`src/rtl/wb_arbiter_2m_if.sv`:
```
// wb_arbiter_2m_if: Wishbone classic bus bundle; master drives the request, slave returns ack/err/data.
interface wb_arbiter_2m_if;
    logic        cyc;
    logic        stb;
    logic        we;
    logic [3:0]  sel;
    logic [31:0] adr;
    logic [31:0] dat_w;
    logic [31:0] dat_r;
    logic        ack;
    logic        err;
    modport master (output cyc, stb, we, sel, adr, dat_w, input dat_r, ack, err);
    modport slave (input cyc, stb, we, sel, adr, dat_w, output dat_r, ack, err);
endinterface

```
`src/rtl/wb_arbiter_2m.sv`:
```
// wb_arbiter_2m: two-master Wishbone arbiter with fair contention and cyc-held ownership.
// Define WB_ARB_TIMEOUT_EN to add a watchdog that aborts unacknowledged transactions.
module wb_arbiter_2m #(
    parameter int TIMEOUT_CYCLES = 255
) (
    input  logic                   wb_clk_i,
    input  logic                   wb_rst_i,
    wb_arbiter_2m_if.slave         m0,
    wb_arbiter_2m_if.slave         m1,
    wb_arbiter_2m_if.master        s,
    output logic [1:0]             grant_o
);
    typedef enum logic [1:0] {IDLE, GNT0, GNT1} state_t;
    state_t state, state_n;
    logic   last_grant, req0, req1, g0, g1, timeout;

    assign req0 = m0.cyc & m0.stb;
    assign req1 = m1.cyc & m1.stb;
    assign g0   = state == GNT0;
    assign g1   = state == GNT1;

    if (TIMEOUT_CYCLES < 1 || TIMEOUT_CYCLES > 1023) begin : g_bad_timeout
        $error("TIMEOUT_CYCLES must be within 1..1023");
    end

`ifdef WB_ARB_TIMEOUT_EN
    localparam logic [9:0] TO = 10'(TIMEOUT_CYCLES);
    logic [9:0] cnt;
    logic       owner_stb;
    assign owner_stb = g0 ? m0.stb : m1.stb;
    // an ack in the expiry cycle still completes the transfer normally
    assign timeout   = (g0 | g1) & (cnt == TO) & ~s.ack;
    always_ff @(posedge wb_clk_i) begin
        if (wb_rst_i || state_n != state || s.ack)
            cnt <= '0;
        else if ((g0 | g1) && owner_stb)
            cnt <= cnt + 10'd1;
    end
`else
    assign timeout = 1'b0;
`endif

    always_ff @(posedge wb_clk_i) begin
        if (wb_rst_i) begin
            state      <= IDLE;
            last_grant <= 1'b1;
        end else begin
            state      <= state_n;
            last_grant <= (g0 && state_n != GNT0) ? 1'b0 :
                          (g1 && state_n != GNT1) ? 1'b1 : last_grant;
        end
    end

    always_comb begin
        state_n = state;
        case (state)
            IDLE:    state_n = (req0 & req1) ? (last_grant ? GNT0 : GNT1) :
                               req0 ? GNT0 : req1 ? GNT1 : IDLE;
            GNT0:    state_n = (~m0.cyc | timeout) ? IDLE : GNT0;
            GNT1:    state_n = (~m1.cyc | timeout) ? IDLE : GNT1;
            default: state_n = IDLE;
        endcase
    end

    // responses are suppressed while reset is asserted so nothing leaks mid-abort
    always_comb begin
        s.cyc    = g0 ? m0.cyc   : g1 ? m1.cyc   : 1'b0;
        s.stb    = g0 ? m0.stb   : g1 ? m1.stb   : 1'b0;
        s.we     = g0 ? m0.we    : g1 ? m1.we    : 1'b0;
        s.sel    = g0 ? m0.sel   : g1 ? m1.sel   : 4'h0;
        s.adr    = g0 ? m0.adr   : g1 ? m1.adr   : 32'h0;
        s.dat_w  = g0 ? m0.dat_w : g1 ? m1.dat_w : 32'h0;
        m0.ack   = g0 & s.ack & ~wb_rst_i;
        m1.ack   = g1 & s.ack & ~wb_rst_i;
        m0.err   = g0 & timeout & ~wb_rst_i;
        m1.err   = g1 & timeout & ~wb_rst_i;
        m0.dat_r = g0 ? s.dat_r : 32'h0;
        m1.dat_r = g1 ? s.dat_r : 32'h0;
        grant_o  = {g1, g0};
    end
endmodule

```
`src/flat_wrapper.sv`:
```
// flat-port wrapper written by rule: the top's interface ports become plain ports
module wb_arbiter_2m_flat 
#(
    parameter int TIMEOUT_CYCLES = 255
)
  (wb_clk_i, wb_rst_i, grant_o, m0_cyc, m0_stb, m0_we, m0_sel, m0_adr, m0_dat_w, m0_dat_r, m0_ack, m0_err, m1_cyc, m1_stb, m1_we, m1_sel, m1_adr, m1_dat_w, m1_dat_r, m1_ack, m1_err, s_cyc, s_stb, s_we, s_sel, s_adr, s_dat_w, s_dat_r, s_ack, s_err);
  wb_arbiter_2m_if m0_i ();
  wb_arbiter_2m_if m1_i ();
  wb_arbiter_2m_if s_i ();
  input  logic wb_clk_i;
  input  logic wb_rst_i;
  output logic [1:0] grant_o;
  input wire logic [$bits(m0_i.cyc)-1:0] m0_cyc;
  input wire logic [$bits(m0_i.stb)-1:0] m0_stb;
  input wire logic [$bits(m0_i.we)-1:0] m0_we;
  input wire logic [$bits(m0_i.sel)-1:0] m0_sel;
  input wire logic [$bits(m0_i.adr)-1:0] m0_adr;
  input wire logic [$bits(m0_i.dat_w)-1:0] m0_dat_w;
  output wire logic [$bits(m0_i.dat_r)-1:0] m0_dat_r;
  output wire logic [$bits(m0_i.ack)-1:0] m0_ack;
  output wire logic [$bits(m0_i.err)-1:0] m0_err;
  input wire logic [$bits(m1_i.cyc)-1:0] m1_cyc;
  input wire logic [$bits(m1_i.stb)-1:0] m1_stb;
  input wire logic [$bits(m1_i.we)-1:0] m1_we;
  input wire logic [$bits(m1_i.sel)-1:0] m1_sel;
  input wire logic [$bits(m1_i.adr)-1:0] m1_adr;
  input wire logic [$bits(m1_i.dat_w)-1:0] m1_dat_w;
  output wire logic [$bits(m1_i.dat_r)-1:0] m1_dat_r;
  output wire logic [$bits(m1_i.ack)-1:0] m1_ack;
  output wire logic [$bits(m1_i.err)-1:0] m1_err;
  output wire logic [$bits(s_i.cyc)-1:0] s_cyc;
  output wire logic [$bits(s_i.stb)-1:0] s_stb;
  output wire logic [$bits(s_i.we)-1:0] s_we;
  output wire logic [$bits(s_i.sel)-1:0] s_sel;
  output wire logic [$bits(s_i.adr)-1:0] s_adr;
  output wire logic [$bits(s_i.dat_w)-1:0] s_dat_w;
  input wire logic [$bits(s_i.dat_r)-1:0] s_dat_r;
  input wire logic [$bits(s_i.ack)-1:0] s_ack;
  input wire logic [$bits(s_i.err)-1:0] s_err;
  assign m0_i.cyc = m0_cyc;
  assign m0_i.stb = m0_stb;
  assign m0_i.we = m0_we;
  assign m0_i.sel = m0_sel;
  assign m0_i.adr = m0_adr;
  assign m0_i.dat_w = m0_dat_w;
  assign m0_dat_r = m0_i.dat_r;
  assign m0_ack = m0_i.ack;
  assign m0_err = m0_i.err;
  assign m1_i.cyc = m1_cyc;
  assign m1_i.stb = m1_stb;
  assign m1_i.we = m1_we;
  assign m1_i.sel = m1_sel;
  assign m1_i.adr = m1_adr;
  assign m1_i.dat_w = m1_dat_w;
  assign m1_dat_r = m1_i.dat_r;
  assign m1_ack = m1_i.ack;
  assign m1_err = m1_i.err;
  assign s_cyc = s_i.cyc;
  assign s_stb = s_i.stb;
  assign s_we = s_i.we;
  assign s_sel = s_i.sel;
  assign s_adr = s_i.adr;
  assign s_dat_w = s_i.dat_w;
  assign s_i.dat_r = s_dat_r;
  assign s_i.ack = s_ack;
  assign s_i.err = s_err;
  wb_arbiter_2m #(.TIMEOUT_CYCLES(TIMEOUT_CYCLES)) u_core (.wb_clk_i(wb_clk_i), .wb_rst_i(wb_rst_i), .m0(m0_i), .m1(m1_i), .s(s_i), .grant_o(grant_o));
endmodule
```
`config.mk`:
```
export PLATFORM = sky130hd
export DESIGN_NAME = wb_arbiter_2m_flat
export DESIGN_NICKNAME = d
export VERILOG_FILES = /design/src/rtl/wb_arbiter_2m_if.sv /design/src/rtl/wb_arbiter_2m.sv /design/src/flat_wrapper.sv
export SDC_FILE = /design/constraint.sdc
export NUM_CORES = 1
export LEC_CHECK = 0
export ABC_AREA = 1
export CAP_MARGIN = 15
export CORE_AREA = 2 2 125 127
export CTS_CLUSTER_SIZE = 14
export DETAILED_ROUTE_END_ITERATION = 8
export DIE_AREA = 0 0 127 129
export PLACE_DENSITY = 0.51
export SLEW_MARGIN = 25
export SYNTH_ARGS = -nofsm -noshare
export SYNTH_HDL_FRONTEND = slang
export SYNTH_SLANG_ARGS = --single-unit
```
`constraint.sdc`:
```
create_clock -name wb_clk_i -period 1.9 [get_ports wb_clk_i]
set_clock_uncertainty 0.2 [all_clocks]
set_input_delay 0.38 -clock wb_clk_i [delete_from_list [all_inputs] [get_ports wb_clk_i]]
set_output_delay 0.38 -clock wb_clk_i [all_outputs]
set_load 0.1 [all_outputs]
```
# Word level (Yosys, flattened, before mapping)

Cells that the tools add are included.

Reductions and logical operators: 4
Equal/unequal tests: 4
Add/subtract/negate cells: 0
Shifts and indexed selects: 0
Multipliers: 0
Divide/modulo/power cells: 0
Magnitude comparators: 0
Bitwise logic cells: 8
Multiplexer cells: 23

Operator list:

| kind                                                | count |
|---|---|
| 2-to-1 mux 32 bit                                   | 6 |
| 2-to-1 mux 2 bit                                    | 5 |
| 2-to-1 mux 1 bit                                    | 9 |
| 2-to-1 mux 4 bit                                    | 2 |
| bitwise AND 1 bit                                   | 7 |
| case mux 2 bit (3 select lines)                     | 1 |
| equality test 2 x 1 -> 1 bit, second input constant | 1 |
| equality test 2 bit, second input constant          | 1 |
| logical AND 1 bit                                   | 2 |
| zero test 2 bit                                     | 1 |
| != test 2 x 1 -> 1 bit, second input constant       | 1 |
| != test 2 bit, second input constant                | 1 |
| nonzero test 2 bit                                  | 1 |
| NOT 1 bit                                           | 1 |

Output and inout port bits: 141
Flip-flop bits (word level): 3
Memories: 0
Bits in latches: 0
Memory bits (writable): 0
Logic and storage cells: 41
Bits in read-only memories: 0

# Longest topological paths before layout

Depth after elaboration: 9
Mapped depth: 6

# Least setup slack after synthesis

No wires, ideal clock.

Path kind: reg2out
Start: register u_core.state[1]
End: output port m1_ack
Arrival: 2.702 ns
Data required time: 1.320 ns
Slack: -1.382 ns
Stages on the path, launching flop included: 5
Cell sequence: dfxtp_1 > inv_1 > nor2_4 > inv_1 > nor3_1

Cells in the longest elaborated chain, start to end: 3

RTL lines:

| what                           | RTL line            | source |
|---|---|---|
| from (decl)                    | wb_arbiter_2m.sv:14 | `state_t state, state_n;` |
| from (signal assigned)         | wb_arbiter_2m.sv:48 | `state <= state_n;` |
| equality test 2 bit            | wb_arbiter_2m.sv:20 | `assign g1 = state == GNT1;` |
| bitwise AND 1 bit (2 in a row) | wb_arbiter_2m.sv:74 | `m1.ack = g1 & s.ack & ~wb_rst_i;` |
| to (decl)                      | flat_wrapper.sv:29  | `output wire logic [$bits(m1_i.ack)-1:0] m1_ack;` |

No other way between the ends.

# Final worst setup path

Start: register u_core.state[1]
End: output port s_adr[18]

Cells in the longest elaborated chain, start to end: 3

RTL lines:

| what                | RTL line            | source |
|---|---|---|
| equality test 2 bit | wb_arbiter_2m.sv:20 |  |
| 2-to-1 mux 32 bit   | wb_arbiter_2m.sv:71 | `s.adr = g0 ? m0.adr : g1 ? m1.adr : 32'h0;` |
| 2-to-1 mux 32 bit * | wb_arbiter_2m.sv:71 |  |
| to (decl)           | flat_wrapper.sv:35  | `output wire logic [$bits(s_i.adr)-1:0] s_adr;` |

Every way passes the cells marked *; elsewhere a longest branch is shown, timed or not.

==> results.py <==
metrics = {
    "run_status": {
        "outcome": "complete, but fails checks",
        "violations": "setup timing",
    },
    "setup_path": {
        "cp_slowest_stage_delay_ns": 0.33,
        "crit_family": "buffers and inverters",
        "critPathBufInv": 4,
        "start_kind": "register",
        "worstPathMaxFanout": 26,
        "rrSetupSlack_ns": 0.53,
        "cp.required_ns": 1.32,
        "r2r-end": "u_core.state[1]",
        "end_kind": "primary output",
        "reg2reg_depth": 6,
        "critPathKind": "reg2out",
        "cp_cell_sequence": "inv_4 -> nand2_4 -> inv_8 -> buf_12 -> nand2_1 -> nand2_2 -> buf_12",
        "crit_path_top_delay_cell": "dfxtp_2",
        "path_common_cell": "buf_12",
        "worstPathArrival_ns": 1.49,
        "r2r-start": "u_core.state[1]",
    },
    "routing": {
        "vias": 3408,
        "viasPerCell": 3.88,
        "routed_wl_um": 13400,
        "remaining_drc_errors": 0,
        "wl_per_cell_um": 15.2,
        "postRouteAntennaNets": 0,
        "drtIter0Drc": 59,
        "dr.pass1.iters": 4,
    },
    "timing": {
        "layout_setup_ws_ns": -0.168,
        "final_hold_viol_count": 0,
        "fmax_ghz": 0.484,
        "finalCritPeriodShare_pct": 109,
        "finalSetupViolations": 111,
        "fin_crit_ns": 2.07,
        "whs_ns": 0.317,
        "slew_viol_final": 0,
        "rsz0062_at_grt": "true",
    },
    "synth": {
        "yosysMostFrequentCell": "nand2_1",
        "yosys.area_share.simple_pct": 76.2,
        "synth_edf_count": 0,
        "synth_area_leaders": "nand2_1, nor2_1, inv_1, dfxtp_1, buf_2",
        "synthDominantCellAreaShare_pct": 55.4,
        "synth_seq_cells": 3,
        "synth-xor-area-share_pct": 0,
        "syn_inst": 362,
        "yosys_warnings": 0,
        "synth_top_family_by_area": "simple AND/OR/NAND/NOR gates",
        "ys_seq_area_share_pct": 4.11,
        "synth_adder_area_share_pct": 0,
        "synth-compound-area-share_pct": 1.03,
        "synth_area_mm2": 0.00146,
        "synth_ff_type": "dfxtp_1",
        "ys_async_sr_fraction_pct": 0,
        "yosysTopAreaCell": "nand2_1",
        "synthMuxAreaShare_pct": 0,
        "synth_cell_types": 16,
        "avgSynthCellArea_um2": 4.04,
        "yosys-top-cells-count": "nand2_1, nor2_1, inv_1, buf_2, clkbuf_1",
    },
    "place": {
        "dpl.hpwl_um": 10700,
        "post_dp_cell_area_mm2": 0.00698,
        "routabilityCongestion": 0.786,
        "io_buffer_count": 315,
    },
    "final_layout": {
        "final_util_pct": 50.7,
        "fin_nets": 870,
        "areaGrowthSynthToFinish_pct": 420,
        "final_area_mm2": 0.00760,
        "final_layout_size_suffix_gt1_share_pct": 48.2,
        "antennaDiodeCount": 0,
    },
    "floorplan": {
        "die_area_mm2": 0.0164,
        "start_util_pct": 9.77,
        "io_pins": 319,
        "rows": 45,
        "die_w_um": 127,
        "core_mm2": 0.0150,
        "die_h_um": 129,
    },
    "pwr": {
        "p_leak_nw": 3.25,
        "powerDensity_mw_per_mm2": 402,
        "ir_worst_vdd_mv": 0.221,
    },
    "global_routing": {
        "antenna_found_initial": 0,
        "grt_pass1_wl_um": 19100,
        "grt_pass1_vias": 3512,
        "grt_max_degree": 29,
        "grt-ovfl-total": 0,
        "grt_usage_pct": 15.1,
    },
    "clock_tree": {
        "htreeDepth": 1,
        "clkTransAtPathRegs_ns": 0.03,
        "cts_buffers": 3,
        "clockBufferDepth": 2,
        "clock_latency_ns": 0.22,
        "clock-sinks": 3,
        "cts-root-buf": "clkbuf_16",
        "ctsHoldBuffers": 0,
        "cts_tree": "done",
    },
    "hold_path": {
        "hp-class": "reg2reg",
        "hp-start": "u_core.last_grant",
        "min_to": "u_core.last_grant",
        "holdPathStages": 2,
    },
    "run": {
        "cap_violations": 0,
    },
}
-- flip-flops by register name, indices dropped and copies added, names as in the netlist --
| name | flops |
|---|---|
| u_core.state | 2 |
| u_core.last_grant | 1 |
-- where the power goes --
part / switching (mW) / internal [mW] / total, mW
Combinational: 1.59 / 1.07 / 2.65
Clock: 0.0573 / 0.277 / 0.334
Sequential: 0.00522 / 0.0667 / 0.0719
Total: 1.65 / 1.41 / 3.06
-- cell usage in the layout, fill, tap and decap left out, drive strengths merged --
cell	instances
nand2	217
conb	2
clkbuf	8
dfxtp	3
dlygate4sd2	2
nor2	66
inv	40
nor3	3
nand3	4
a21oi	3
buf	168
nand3b	1
clkdlybuf4s50	174
-- layer usage --
layer | vias to the layer above | wire length (um) | GRT usage [%]
met5 | - | 0 | 0
met4 | 0 | 308 | 4.40
met3 | 20 | 955 | 2.99
met2 | 155 | 7540 | 29.9
met1 | 1532 | 4590 | 16.0
li1 | 1701 | - | -
-- logic make-up (layout without fill, tap and decap cells) --
logic type | after synthesis | after routing
and+or+nand+nor | 291 | 291
buffers and inverters | 64 | 392
AOI/OAI and AO/OA | 3 | 3
DFF | 3 | 3
other | 1 | 2
-- repair_timing --
item | 4_1_cts | 5_1_grt
gates resized for setup | 54 | 16
pin swaps | 17 | 11
cloned | 6 | 4
setup endpoints to repair | 138 | 129
setup buffers | 7 | 1
-- stage by stage --
step / instances / total power [mW] / TNS, ns / worst slack (ns)
floorplan: 363 / 1.48 / -4.01 / -0.202
global placement: 858 / 2.58 / -0.0887 / -0.0676
detailed placement: 858 / 2.60 / -0.0775 / -0.0407
CTS: 875 / 3.04 / -11.92 / -0.187
global route: 879 / 3.16 / -19.30 / -0.229
finish: 879 / 3.06 / -10.34 / -0.168
-- worst register-to-register path, delay by kind of cell, from the launching register on --
family	cells	cell delay (ns)
flops	1	0.35
buf+inv	3	0.38
compound gates	1	0.15
simple gates	2	0.22
-- layout make-up --
cell class                      instances  area (um^2)
Sequential cell                         3         65.1
Inverter                               40          168
Tap cell                              188          235
Timing Repair Buffer                  348         5110
Fill cell                            1369         7380
Multi-Input combinational cell        296         1950
Clock buffer                            4         78.8
-- how the worst max path moves through the flow --
stage | to | startpoint | slack, ns | cells past startpoint
finish | s_adr[18] | u_core.state[1] | -0.17 | 7
detailed placement | m0_ack | s_ack | -0.04 | 4
global route | s_cyc | u_core.state[1] | -0.23 | 7
global placement | m0_ack | s_ack | -0.07 | 4
CTS | m1_ack | u_core.state[1] | -0.19 | 7
floorplan | m1_ack | u_core.state[1] | -0.20 | 4
(Power assumes the default switching activity.)
